[config.mk]
export PLATFORM = sky130hd
export DESIGN_NAME = cnt_ctrl_flat
export DESIGN_NICKNAME = d
export VERILOG_FILES = /design/src/rtl/cnt_ctrl_if.sv /design/src/rtl/cnt_ctrl.sv /design/src/flat_wrapper.sv
export SDC_FILE = /design/constraint.sdc
export NUM_CORES = 1
export LEC_CHECK = 0
export CAP_MARGIN = 20
export CORE_ASPECT_RATIO = 1.75
export CORE_UTILIZATION = 50
export DETAILED_ROUTE_END_ITERATION = 7
export PLACE_DENSITY = 0.9
export SYNTH_ARGS = -nofsm -noshare
export SYNTH_HDL_FRONTEND = slang
export SYNTH_SLANG_ARGS = --single-unit
[constraint.sdc]
create_clock -name clk -period 2.3 [get_ports clk]
set_input_delay 0.46 -clock clk [delete_from_list [all_inputs] [get_ports clk]]
set_output_delay 0.46 -clock clk [all_outputs]
set_load 0.03 [all_outputs]
[src/rtl/cnt_ctrl_if.sv]
// -----------------------------------------------------------------------------
// cnt_ctrl_if -- register-bus write port into the 64-bit timer counter.
//
// Signals:
//   tdr0_wr_sel : write strobe for TDR0 (counter bits [31:0]) this cycle
//   tdr1_wr_sel : write strobe for TDR1 (counter bits [63:32]) this cycle
//   wdata       : 32-bit bus write data, shared by both words
//   pstrb       : byte-lane strobes qualifying wdata
//
// Modports:
//   master : bus side, drives the write strobes and data
//   slave  : counter side, samples them
// -----------------------------------------------------------------------------
interface cnt_ctrl_if;
  logic        tdr0_wr_sel;
  logic        tdr1_wr_sel;
  logic [31:0] wdata;
  logic [3:0]  pstrb;

  modport master (output tdr0_wr_sel, output tdr1_wr_sel, output wdata, output pstrb);
  modport slave  (input  tdr0_wr_sel, input  tdr1_wr_sel, input  wdata, input  pstrb);
endinterface

[src/rtl/cnt_ctrl.sv]
// -----------------------------------------------------------------------------
// cnt_ctrl -- 64-bit free-running timer counter with run/halt/idle control,
// byte-maskable TDR0/TDR1 loads and an optional power-of-two prescaler.
//
// Ports:
//   clk, rst_n   : clock, asynchronous active-low reset
//   timer_en     : counter enable (TCR[0])
//   div_en       : prescaler enable (TCR[1])
//   div_val      : prescaler exponent (TCR[11:8]); 9..15 behave as 8
//   halt         : debug halt request (THCSR[1])
//   bus          : cnt_ctrl_if.slave, TDR0/TDR1 write port
//   count_0/1    : counter low / high word
//   cnt_tick     : one-cycle pulse after each increment edge
//   cnt_ovf      : one-cycle pulse after a 64-bit wrap to zero
//   state        : 00 IDLE, 01 RUN, 10 HALTED
//
// Configuration macro: TMR_PRESCALER_EN
//   defined   -> 8-bit prescaler divider is compiled in
//   undefined -> no divider; the counter advances on every RUN cycle
// -----------------------------------------------------------------------------
module cnt_ctrl (
  input  logic        clk,
  input  logic        rst_n,
  input  logic        timer_en,
  input  logic        div_en,
  input  logic [3:0]  div_val,
  input  logic        halt,
  cnt_ctrl_if.slave   bus,
  output logic [31:0] count_0,
  output logic [31:0] count_1,
  output logic        cnt_tick,
  output logic        cnt_ovf,
  output logic [1:0]  state
);

  typedef enum logic [1:0] {
    IDLE   = 2'b00,
    RUN    = 2'b01,
    HALTED = 2'b10
  } state_t;

  state_t      state_r;
  state_t      state_nxt_s;
  logic [31:0] count_0_r;
  logic [31:0] count_1_r;
  logic [31:0] count_0_nxt_s;
  logic [31:0] count_1_nxt_s;
  logic        cnt_tick_r;
  logic        cnt_ovf_r;
  logic        tick_s;
  logic        wr_any_s;
  logic        clr_s;
  logic        inc_s;
  logic        wrap_s;
  logic [63:0] cnt_inc_s;

  // Replace the byte lanes selected by strb with new data, keep the rest.
  function automatic logic [31:0] byte_merge(input logic [31:0] old_v,
                                             input logic [31:0] new_v,
                                             input logic [3:0]  strb);
    logic [31:0] res;
    res = old_v;
    for (int i = 0; i < 4; i++) begin
      if (strb[i]) begin
        res[i*8 +: 8] = new_v[i*8 +: 8];
      end else begin
        res[i*8 +: 8] = old_v[i*8 +: 8];
      end
    end
    return res;
  endfunction

`ifdef TMR_PRESCALER_EN
  logic [7:0] div_cnt_r;
  logic [7:0] div_cnt_nxt_s;
  logic [7:0] div_lim_s;

  // Divider terminal count 2^div_val - 1, exponents above 8 clamp to 255.
  always_comb begin
    div_lim_s = 8'hFF;
    if (div_val > 4'd8) begin
      div_lim_s = 8'hFF;
    end else begin
      div_lim_s = 8'((16'd1 << div_val) - 16'd1);
    end
  end

  assign tick_s = div_en ? (div_cnt_r == div_lim_s) : 1'b1;

  // Divider next value: cleared by writes, disable and IDLE; frozen in HALTED.
  always_comb begin
    div_cnt_nxt_s = div_cnt_r;
    if (wr_any_s || clr_s || (state_r == IDLE)) begin
      div_cnt_nxt_s = 8'd0;
    end else if (state_r == RUN) begin
      div_cnt_nxt_s = tick_s ? 8'd0 : (div_cnt_r + 8'd1);
    end else begin
      div_cnt_nxt_s = div_cnt_r;
    end
  end

  // Divider register.
  always_ff @(posedge clk or negedge rst_n) begin
    if (!rst_n) begin
      div_cnt_r <= 8'd0;
    end else begin
      div_cnt_r <= div_cnt_nxt_s;
    end
  end
`else
  // Without the prescaler the divider controls have no effect.
  logic unused_div_s;
  assign unused_div_s = ^{div_en, div_val};
  assign tick_s       = 1'b1;
`endif

  // Next state depends only on the enable and halt inputs, from any state.
  always_comb begin
    state_nxt_s = IDLE;
    if (!timer_en) begin
      state_nxt_s = IDLE;
    end else if (halt) begin
      state_nxt_s = HALTED;
    end else begin
      state_nxt_s = RUN;
    end
  end

  // State register.
  always_ff @(posedge clk or negedge rst_n) begin
    if (!rst_n) begin
      state_r <= IDLE;
    end else begin
      state_r <= state_nxt_s;
    end
  end

  assign wr_any_s  = bus.tdr0_wr_sel | bus.tdr1_wr_sel;
  // Leaving RUN/HALTED for IDLE wipes the count.
  assign clr_s     = (state_r != IDLE) && !timer_en;
  // Any TDR write blocks the increment for both words on that edge.
  assign inc_s     = (state_r == RUN) && timer_en && tick_s && !wr_any_s;
  assign cnt_inc_s = {count_1_r, count_0_r} + 64'd1;
  assign wrap_s    = &{count_1_r, count_0_r};

  // Per-word next count: write > clear-on-disable > increment > hold.
  always_comb begin
    count_0_nxt_s = count_0_r;
    count_1_nxt_s = count_1_r;
    if (bus.tdr0_wr_sel) begin
      count_0_nxt_s = byte_merge(count_0_r, bus.wdata, bus.pstrb);
    end else if (clr_s) begin
      count_0_nxt_s = 32'd0;
    end else if (inc_s) begin
      count_0_nxt_s = cnt_inc_s[31:0];
    end else begin
      count_0_nxt_s = count_0_r;
    end
    if (bus.tdr1_wr_sel) begin
      count_1_nxt_s = byte_merge(count_1_r, bus.wdata, bus.pstrb);
    end else if (clr_s) begin
      count_1_nxt_s = 32'd0;
    end else if (inc_s) begin
      count_1_nxt_s = cnt_inc_s[63:32];
    end else begin
      count_1_nxt_s = count_1_r;
    end
  end

  // Counter words and the registered tick/overflow pulses.
  always_ff @(posedge clk or negedge rst_n) begin
    if (!rst_n) begin
      count_0_r  <= 32'd0;
      count_1_r  <= 32'd0;
      cnt_tick_r <= 1'b0;
      cnt_ovf_r  <= 1'b0;
    end else begin
      count_0_r  <= count_0_nxt_s;
      count_1_r  <= count_1_nxt_s;
      cnt_tick_r <= inc_s;
      cnt_ovf_r  <= inc_s && wrap_s;
    end
  end

  assign count_0  = count_0_r;
  assign count_1  = count_1_r;
  assign cnt_tick = cnt_tick_r;
  assign cnt_ovf  = cnt_ovf_r;
  assign state    = state_r;

endmodule

[src/flat_wrapper.sv]
// flat-port wrapper written by rule: the top's interface ports become plain ports
module cnt_ctrl_flat 
  (clk, rst_n, timer_en, div_en, div_val, halt, count_0, count_1, cnt_tick, cnt_ovf, state, bus_tdr0_wr_sel, bus_tdr1_wr_sel, bus_wdata, bus_pstrb);
  cnt_ctrl_if bus_i ();
  input  logic clk;
  input  logic rst_n;
  input  logic timer_en;
  input  logic div_en;
  input  logic [3:0] div_val;
  input  logic halt;
  output logic [31:0] count_0;
  output logic [31:0] count_1;
  output logic cnt_tick;
  output logic cnt_ovf;
  output logic [1:0] state;
  input wire logic [$bits(bus_i.tdr0_wr_sel)-1:0] bus_tdr0_wr_sel;
  input wire logic [$bits(bus_i.tdr1_wr_sel)-1:0] bus_tdr1_wr_sel;
  input wire logic [$bits(bus_i.wdata)-1:0] bus_wdata;
  input wire logic [$bits(bus_i.pstrb)-1:0] bus_pstrb;
  assign bus_i.tdr0_wr_sel = bus_tdr0_wr_sel;
  assign bus_i.tdr1_wr_sel = bus_tdr1_wr_sel;
  assign bus_i.wdata = bus_wdata;
  assign bus_i.pstrb = bus_pstrb;
  cnt_ctrl u_core (.clk(clk), .rst_n(rst_n), .timer_en(timer_en), .div_en(div_en), .div_val(div_val), .halt(halt), .bus(bus_i), .count_0(count_0), .count_1(count_1), .cnt_tick(cnt_tick), .cnt_ovf(cnt_ovf), .state(state));
endmodule
; ---- Word level (Yosys, flattened, before mapping)
; Cells that the tools add are included.
[word_totals]
ff_bits = 68
input_bits = 47
out_inout_bits = 68
[op_classes]
add_sub_neg = 1
eq_ne = 9
n_mux = 12
bitwise = 1
reduce_logical = 18
[ops]
columns = operator, n
row1 = $mux 32, 6
row2 = $add 64x1->64 const B, 1
row3 = $reduce_and 64->1, 1
row4 = $mux 8, 4
row5 = $ne 2x1->1 const B, 8
row6 = $reduce_and 2->1, 8
row7 = $reduce_bool 3->1, 2
row8 = $logic_and 1x1->1, 4
row9 = $mux 2, 2
row10 = $eq 2x1->1 const B, 1
row11 = $logic_not 1->1, 2
row12 = $reduce_bool 2->1, 1
row13 = $or 1x1->1, 1

; ---- Logic depth before layout (Yosys ltp)
[depth]
depth_word = 6
ltp_mapped = 8
depth_no_buf = 7

; ---- Worst setup path before layout
; No wires, ideal clock.
[synth_path]
path_type = register to register
from = register u_core.count_0_r[0] (netlist: u_core.count_0[0])
to = register u_core.count_1_r[26] (netlist: u_core.count_1[26])
setup_ps = 69
t_arrival_ps = 2239
slack_ps = -9
stages_incl_launch_ff = 9
n_path_buf = 1
period_less_slack_ps = 2309
cell_sequence = dfrtp_1 > ha_1 > and4_1 > buf_2 > nand2_4 > nor4_4 > nand4_1 > or4_1 > nand3_1
[synth_via]
elab_chain_len = 4
[synth_lines]
columns = item, line_no
row1 = "start, declared", cnt_ctrl.sv:44  ; logic [31:0] count_0_r;
row2 = "start signal, assigned", cnt_ctrl.sv:178  ; count_0_r <= count_0_nxt_s;
row3 = $add 64x1->64, cnt_ctrl.sv:143  ; assign cnt_inc_s = {count_1_r, count_0_r} + 64'd1;
row4 = $mux 32, cnt_ctrl.sv:163  ; end else if (inc_s) begin
row5 = $mux 32, cnt_ctrl.sv:161  ; end else if (clr_s) begin
row6 = $mux 32, cnt_ctrl.sv:159  ; if (bus.tdr1_wr_sel) begin
row7 = "end signal, assigned", cnt_ctrl.sv:179  ; count_1_r <= count_1_nxt_s;
row8 = "end, declared", cnt_ctrl.sv:45  ; logic [31:0] count_1_r;
; No other way between the ends. The select of a mux whose other input is x is not followed.
; A chain may end at the register's enable or synchronous reset.

; ---- Worst setup path in the final report
[layout_path]
from = register u_core.count_0_r[19] (netlist: u_core.count_0[19])
to = register u_core.count_1_r[19] (netlist: u_core.count_1[19])
; The elaborated chain is that of the path after synthesis.

==> results <==
[flip-flops by register name, summed over array words and instances (netlist names)]
name             flops
u_core.state         2
u_core.cnt_tick      1
u_core.count_1      32
u_core.count_0      32
u_core.cnt_ovf       1
[worst max-delay path, stage by stage, from the launching register on]
cell	delay, ns
dfrtp_1	0.40
and4_4	0.32
nand4_1	0.20
nor4_4	0.45
nand2_2	0.16
or4b_1	0.53
nand3_1	0.11
[what timing repair did]
item                       in CTS  in global routing
resized for setup               1                  4
setup endpoints to repair       1                 23
pin swaps                       0                  3
gates cloned                    0                  0
[layout make-up]
class	count	area, um2
inverters	15	56.3
well taps	120	150
clock inverters	2	10.0
flip-flops and latches	68	1700
fillers	729	2220
clock buffers	14	254
repair buffers	212	1900
multi-input cells	458	2800
[through the flow]
step           area (um2)  worst slack (ns)  setup TNS, ns
6_report             6870            0.0514              0
5_1_grt              6870           0.00189              0
4_1_cts              6870            0.0683              0
3_3_place_gp         6600           -0.0654         -0.358
3_5_place_dp         6600            -0.122         -0.956
2_1_floorplan        4690           0.00500              0
[per-layer routing]
| metal | wire length, um | track usage (%) | up-vias |
|---|---|---|---|
| li1 | - | - | 2591 |
| met1 | 6490 | 46.0 | 2744 |
| met2 | 9590 | 67.1 | 404 |
| met3 | 1540 | 11.5 | 105 |
| met4 | 1110 | 22.0 | 0 |
| met5 | 0 | 0 | - |
[kinds of logic after synthesis]
family / Yosys count / synth area share (%)
compound gates: 208 / 27.1
fa+ha+maj: 1 / 0.267
buf+inv: 50 / 4.48
flops: 68 / 36.3
simple gates: 249 / 31.9
[Yosys cell counts, types with 10 or more instances]
| cell | number |
|---|---|
| clkbuf_1 | 27 |
| a21oi_1 | 46 |
| and3_1 | 15 |
| inv_1 | 15 |
| o21ai_0 | 79 |
| nand3_1 | 29 |
| nor4_1 | 10 |
| and4_1 | 12 |
| nand2_1 | 43 |
| a32oi_1 | 16 |
| nor2_1 | 50 |
| nand4_1 | 25 |
| nor3_1 | 13 |
| dfrtp_1 | 68 |
| and2_1 | 11 |
[path summary, 6_finish.rpt]
path	startpoint	to	slack, ns
max in group asynchronous	rst_n	u_core.count_0[18]	1.82
hold reg to reg	u_core.count_1[28]	u_core.count_1[28]	0.56
setup reg to reg	u_core.count_0[19]	u_core.count_1[19]	0.05
setup / recovery	u_core.count_0[19]	u_core.count_1[19]	0.05
hold / removal	rst_n	u_core.state[0]	0.13
min in group clk	u_core.count_1[28]	u_core.count_1[28]	0.56
[report_power, final]
| part | switching, mW | leakage [nW] | internal, mW |
|---|---|---|---|
| combinational | 1.06 | 1.87 | 0.776 |
| clock | 0.516 | 0.131 | 0.757 |
| sequential | 0.219 | 0.849 | 1.39 |
==> impl_metrics.json <==
{
  "grt_first_pass_wirelength_um": 29200,
  "ys_seq_area_share_pct": 36.3,
  "peakVddDrop_mv": 0.491,
  "dr_total_vias": 5844,
  "synth.area.top_cells": "dfrtp_1 36%, o21ai_0 8.4%, a21oi_1 4.9%",
  "cts_made_buffers": 9,
  "coreArea_um2": 9090,
  "overflow": 0,
  "slew-limit-headroom_pct": 61.2,
  "synthFlopType": "dfrtp_1",
  "synth_seq_cells": 68,
  "dp_hpwl_um": 13900,
  "hold_viol": 0,
  "grt_max_degree": 69,
  "power_density_nw_per_um2": 687,
  "first_pass_iters": 6,
  "worstPathRequired_ns": 2.58,
  "rr_worst_depth": 6,
  "antenna_found_initial": 0,
  "drc": 0,
  "post_drt_wl_per_cell_um": 21.1,
  "place_congestion": 0.945,
  "tritoncts_num_sinks": 68,
  "cp_max_fo": 5,
  "cts_tree": "yes",
  "rows": 46,
  "fin_skew_ns": 0.00566,
  "ant_nets": 0,
  "synth_edf_count": 0,
  "cap_violations": 0,
  "syn_to_final_growth_pct": 46.5,
  "worstHoldPathType": "input port to async pin",
  "slew_viol_final": 0,
  "clock_path_buffers": 2,
  "initial_core_util_pct": 51.6,
  "synth_nets": 624,
  "clk_pin_slew_ns": 0.06,
  "drive_gt1_share_pct": 19.0,
  "die_y_um": 130,
  "final_cell_mix": "108 x clkdlybuf4s50_1, 100 x buf_4, 79 x o21ai_0",
  "grt_pass1_vias": 5570,
  "post_cts_buffers": 0,
  "routed_wl_um": 18700,
  "netlist_area_um2": 4690,
  "die-area_um2": 9790,
  "layout_min_cycle_time_ns": 2.25,
  "yosysTopAreaCell": "dfrtp_1",
  "synth_top_area_share_pct": 36.3,
  "cts_hold_buf": 0,
  "cts-root-buf": "clkbuf_16",
  "fin_util_pct": 75.6,
  "tightest_slew_ns": 0.581,
  "drt-initial-drc-count": 767,
  "cp.arrival_ns": 2.53,
  "ys_warn_count": 0,
  "worst-setup-path-type": "flip-flop to flip-flop",
  "nNetsFinal": 812,
  "setup_violations": 0,
  "worst_setup_path_end_kind": "flip-flop",
  "dp.cells": 873,
  "p_leak_nw": 2.85,
  "layout_commonest_cell": "clkdlybuf4s50_1",
  "ios": 115,
  "cts-htree-levels": 3,
  "die_w_um": 75.2,
  "stdcell_count": 889,
  "status": "finished clean",
  "rsz0062_at_grt": "false",
  "p_total_mw": 4.72,
  "period_share_pct": 97.8,
  "clk_latency_ns": 0.35,
  "startpoint_type": "flip-flop",
  "antennaDiodeCount": 0,
  "async_reset_ff_share_pct": 100,
  "yosysUniqueCellTypes": 55,
  "grt_usage_pct": 40.4,
  "portBuffers": 109,
  "timing.fmax_mhz": 445,
  "syn_inst": 576,
  "avgViaCountPerCell": 6.57,
  "holdWs_ns": 0.134,
  "syn_area_per_cell_um2": 8.15
}
No activity file was read; power rests on OpenSTA's default activity.
